==> config.mk <==
export PLATFORM = sky130hd
export DESIGN_NAME = mem_arbiter
export DESIGN_NICKNAME = d
export VERILOG_FILES = /design/src/rtl/mem_arb_pkg.sv /design/src/rtl/mem_arb_rr.sv /design/src/rtl/mem_arbiter.sv
export SDC_FILE = /design/constraint.sdc
export NUM_CORES = 1
export LEC_CHECK = 0
export ABC_CLOCK_PERIOD_IN_PS = 2200
export BUFFER_PORTS_ARGS = -buffer_cell sky130_fd_sc_hd__buf_4
export CAP_MARGIN = 20
export CORE_MARGIN = 5
export CORE_UTILIZATION = 49
export CTS_BUF_LIST = sky130_fd_sc_hd__clkbuf_8
export DETAILED_ROUTE_END_ITERATION = 6
export PLACE_DENSITY_LB_ADDON = 0.05
export SYNTH_ARGS = -nofsm -noshare
export SYNTH_HDL_FRONTEND = slang
export SYNTH_SLANG_ARGS = --single-unit
==> constraint.sdc <==
create_clock -name clk -period 2.2 [get_ports clk]
set_clock_uncertainty 0.2 [all_clocks]
set_input_delay 0.11 -clock clk [delete_from_list [all_inputs] [get_ports clk]]
set_output_delay 0.11 -clock clk [all_outputs]
set_load 0.005 [all_outputs]
==> src/rtl/mem_arb_pkg.sv <==
// Shared types and defaults for the two-requester memory arbiter.
package mem_arb_pkg;

  localparam int NUM_REQ        = 2;
  localparam int DEF_ADDR_WIDTH = 6;
  localparam int DEF_DATA_WIDTH = 16;
  localparam int DEF_TIMEOUT    = 16;

  typedef enum logic [1:0] {
    IDLE  = 2'd0,
    GRANT = 2'd1,
    DONE  = 2'd2
  } state_t;

  function automatic logic [NUM_REQ-1:0] req_onehot(input logic idx);
    return idx ? 2'b10 : 2'b01;
  endfunction

endpackage

==> src/rtl/mem_arb_rr.sv <==
// Two-way round-robin pick: the requester not granted last wins a tie.
module mem_arb_rr
  import mem_arb_pkg::*;
(
  input  logic [NUM_REQ-1:0] req,
  input  logic               last,
  output logic [NUM_REQ-1:0] grant
);

  // NOTE: every always_comb output gets a default first so no path can infer a latch.
  always_comb begin
    grant = '0;
    case (req)
      2'b01:   grant = 2'b01;
      2'b10:   grant = 2'b10;
      2'b11:   grant = last ? 2'b01 : 2'b10;
      default: grant = '0;
    endcase
  end

endmodule

==> src/rtl/mem_arbiter.sv <==
// Round-robin arbiter giving two requesters one outstanding memory transfer at a time.
// Optional GRANT watchdog enabled by defining MEM_ARB_TIMEOUT_EN.
module mem_arbiter
  import mem_arb_pkg::*;
#(
  parameter int ADDR_WIDTH = DEF_ADDR_WIDTH,
  parameter int DATA_WIDTH = DEF_DATA_WIDTH,
  parameter int TIMEOUT    = DEF_TIMEOUT
) (
  input  logic                  clk,
  input  logic                  res,
  input  logic [1:0]            s_valid,
  input  logic [1:0]            s_wr_rd,
  input  logic [ADDR_WIDTH-1:0] s0_addr,
  input  logic [ADDR_WIDTH-1:0] s1_addr,
  input  logic [DATA_WIDTH-1:0] s0_wdata,
  input  logic [DATA_WIDTH-1:0] s1_wdata,
  output logic [1:0]            s_ready,
  output logic [DATA_WIDTH-1:0] s_rdata,
  output logic                  m_valid,
  output logic                  m_wr_rd,
  output logic [ADDR_WIDTH-1:0] m_addr,
  output logic [DATA_WIDTH-1:0] m_wdata,
  input  logic                  m_ready,
  input  logic [DATA_WIDTH-1:0] m_rdata,
  output logic                  err
);

  state_t                state;
  logic                  last;
  logic                  winner;
  logic [DATA_WIDTH-1:0] rdata_q;
  logic [NUM_REQ-1:0]    grant;
  logic                  timeout_hit;

  // A requester being acknowledged this cycle still shows s_valid; mask it so
  // the IDLE cycle after completion cannot re-grant the finished request.
  mem_arb_rr u_rr (
    .req   (s_valid & ~s_ready),
    .last  (last),
    .grant (grant)
  );

  // NOTE: sequential state uses non-blocking assignments so all registers update together at the edge.
  always_ff @(posedge clk or posedge res) begin
    if (res) begin
      state   <= IDLE;
      last    <= 1'b1;
      winner  <= 1'b0;
      rdata_q <= '0;
      s_ready <= '0;
      s_rdata <= '0;
      m_valid <= 1'b0;
      m_wr_rd <= 1'b0;
      m_addr  <= '0;
      m_wdata <= '0;
    end else begin
      s_ready <= '0;
      case (state)
        IDLE: begin
          if (|grant) begin
            winner  <= grant[1];
            m_wr_rd <= grant[1] ? s_wr_rd[1] : s_wr_rd[0];
            m_addr  <= grant[1] ? s1_addr    : s0_addr;
            m_wdata <= grant[1] ? s1_wdata   : s0_wdata;
            m_valid <= 1'b1;
            state   <= GRANT;
          end
        end
        GRANT: begin
          if (m_ready) begin
            if (!m_wr_rd) rdata_q <= m_rdata;
            m_valid <= 1'b0;
            state   <= DONE;
          end else if (timeout_hit) begin
            m_valid <= 1'b0;
            s_ready <= req_onehot(winner);
            last    <= winner;
            state   <= IDLE;
          end
        end
        DONE: begin
          s_ready <= req_onehot(winner);
          if (!m_wr_rd) s_rdata <= rdata_q;
          last    <= winner;
          state   <= IDLE;
        end
        default: state <= IDLE;
      endcase
    end
  end

`ifdef MEM_ARB_TIMEOUT_EN
  localparam int CW = $clog2(TIMEOUT + 1);

  logic [CW-1:0] wait_cnt;

  assign timeout_hit = (state == GRANT) && !m_ready && (wait_cnt == CW'(TIMEOUT - 1));

  always_ff @(posedge clk or posedge res) begin
    if (res) begin
      wait_cnt <= '0;
      err      <= 1'b0;
    end else begin
      err <= timeout_hit;
      if (state == GRANT) wait_cnt <= wait_cnt + CW'(1);
      else                wait_cnt <= '0;
    end
  end
`else
  localparam int unused_timeout = TIMEOUT;

  assign timeout_hit = 1'b0;
  assign err         = 1'b0;
`endif

endmodule

==> metrics.csv <==
metric;value;unit
outcome;finished, final reports clean;
crit_family;simple AND/OR/NAND/NOR gates;
reg2regPathDepth;4;
yosysTopAreaCellShare;57.5;%
drt_wl_total;7840;µm
regArea;1550;µm²
port_buffers;108;
startpoint;s_ready[1];
grt_setup_unrepaired;false;
r2r_slack;0.26;ns
setup-tns-final;0;ns
startpoint_type;flop;
p_leak;2.11;nW
ios;110;
drive_gt1_share;41.9;%
synth_xor_xnor_area_share;0;%
crit_path_top_delay_cell;and2_1;
cts_tree;yes;
ant_nets;0;
worst_hold_path_type;in -> async;
vias_per_cell;4.98;
htree_num_levels;3;
slew_violations;0;
synth_cell_types;28;
fp.coreArea;5170;µm²
syn_area;2650;µm²
maxCapViolations;0;
drc;0;
dieArea;6990;µm²
hpwl;4260;µm
clockRootBuffer;clkbuf_8;
ys_seq_elements;62;
grt_pass1_vias;2543;
finalCritPeriodShare;88.0;%
netlist_top_cells_area;dfrtp_1 58%, mux2_4 11%, nand2_1 6.8%;
ys_async_sr_fraction;100;%
synth_top_cell_by_area;dfrtp_1;
worstPathArrival;1.98;ns
first_pass_iters;4;
fillerInstances;262;
wire_per_inst;16.6;µm
critPathMaxFanout;24;
cp.depth;4;
path_class;reg -> reg;
vdd_ir_drop_max;658;µV
grt_pass1_wl;12800;µm
synth_compound_area_share;6.51;%
synth_warnings;0;
final_nets;464;
cts_resized;0;
worstSkewPairLatency;0.33;ns
grt_max_degree;51;
synth_area_per_cell;12.0;µm²
start_util;51.3;%
multi_input_area;997;µm²
drtIter0Drc;107;
placed_area;3520;µm²
cp_data_required_time;2.24;ns
cpPeakStageDelay;0.71;ns
synthAdderAreaFrac;0;%
cp_num_buf_inv;0;
final_hold_viol_count;0;
synth_top_family_by_area;multiplexers;
finalCriticalPeriod;1.94;ns
netlist_instances;222;
yosys.area_share.simple;14.5;%
syn_nets;289;
cts_setup_buffers;0;
gp_congestion;0.733;
path_cells;nor2b_2 > and2_1 > nand2_1 > a31oi_1;
numCtsBuffers;9;
clock_sinks;62;
endpoint_kind;flop;
muxShareOfSynthArea;16.4;%
path_clk_slew;0.07;ns
chipHeight;83.6;µm
grt.overflow.total;0;
area_delta_synth_final;64.0;%
timing.fmax;517;MHz
rr_endpoint;m_wdata[1];
num_rows;26;
endpoint;m_wdata[1];
die-width;83.6;µm
ys_seq_area_share;58.5;%
via_count;2352;
synth_edf_count;0;
clock_path_buffers;2;
finalSetupViolations;0;
power_density;1170;nW/µm²
final_cell_area;4350;µm²
antenna_found_initial;1;
grt_use_total;23.3;%
slew_headroom;42.9;%
rr_startpoint;s_ready[1];
worst_pin_slew;0.856;ns
synth_ff_type;dfrtp_1;
==> routing by layer <==
metal  routed length (µm)  global-route usage (%)  vias to the layer above  part of all wire (%)
met3                  610                    8.39                       16                   7.8
met1                 3090                    27.1                     1140                    39
met2                 3960                    39.4                      105                    51
met4                  174                    8.63                        0                   2.2
met5                    0                       0                        -                     0
li1                     -                       -                     1091                     -
==> worst min-delay path by stage <==
stage,startpoint,end,slack [ns],depth (start not counted)
after global routing,winner,s_ready[0],0.24,1
after CTS,res,rdata_q[10],0.22,3
after floorplan,s_wr_rd[0],m_wr_rd,0.05,2
final,res,s_rdata[13],0.22,3
after global placement,res,s_rdata[10],0.03,2
after detailed placement,res,s_rdata[12],0.03,2
==> what timing repair did <==
item | CTS | global route
endpoints found under the hold margin | 69 | 0
setup endpoints to repair | 0 | 0
hold buffers | 64 | 0
==> cells by family (layout without fill, tap and decap cells) <==
logic type / after synthesis / in the layout
other: 1 / 2
AND/OR/NAND/NOR: 84 / 84
multiplexers: 32 / 32
buffers and inverters: 16 / 195
AO/OA/AOI/OAI: 27 / 27
flip-flops: 62 / 62
==> per-stage QoR <==
step / std cells / hold WS, ns / setup WS (ns) / utilization (%) / power [W]
6_report: 472 / 0.223 / 0.264 / 84.2 / 0.00510
5_1_grt: 472 / 0.239 / 0.102 / 84.2 / 0.00543
4_1_cts: 471 / 0.220 / 0.316 / 84.1 / 0.00507
3_5_place_dp: 392 / 0.0264 / 0.326 / 68.1 / 0.00401
3_3_place_gp: 392 / 0.0312 / 0.381 / 68.1 / 0.00394
2_1_floorplan: 222 / 0.0487 / 0.350 / - / 0.00312
==> power breakdown <==
| group | switching [W] | internal [W] | leakage, nW | total [W] |
|---|---|---|---|---|
| Combinational | 0.000838 | 0.00124 | 1.28 | 0.00208 |
| Clock | 0.000420 | 0.000539 | 0.102 | 0.000959 |
| Sequential | 0.000357 | 0.00171 | 0.731 | 0.00206 |
==> Yosys cell counts, types with 3 or more instances <==
library cell	instances
buf_4	3
mux2_4	20
inv_1	3
buf_2	7
mux2_2	12
a31oi_1	23
dfrtp_1	61
nand2_1	48
nor2_1	26
==> final cells by class <==
cell class                 instances  area share (%)
inverter                           3           0.259
antenna                            1          0.0575
tap                               70            2.01
clock inverter                     5            1.15
multi-input combinational        144            22.9
timing repair buffer             177            34.8
clock buffer                      10            3.16
sequential                        62            35.7
==> flip-flops by register name (all words and copies together), names as in the netlist <==
signal / count
m_wdata: 16
rdata_q: 16
s_rdata: 16
m_addr: 6
s_ready: 2
state: 2
last: 1
m_valid: 1
m_wr_rd: 1
winner: 1
==> cells in the final DEF, fill, tap and decap left out, drive strengths merged <==
master	count
dfrtp	61
clkbuf	10
a21o	2
nor3b	1
inv	3
dlygate4sd3	64
nand2	48
and2	1
nand3b	2
buf	113
a31oi	23
nor2b	2
conb	1
diode	1
bufinv	1
mux2	32
o21a	1
or2	1
dfstp	1
clkinv	4
nor2	28
o21ai	1
nand2b	1
==> tightest hold or removal path, stage by stage <==
cell           delay [ns]
dlygate4sd3_1        0.54
buf_4                0.14
inv_2                0.44
(Power assumes the default switching activity.)
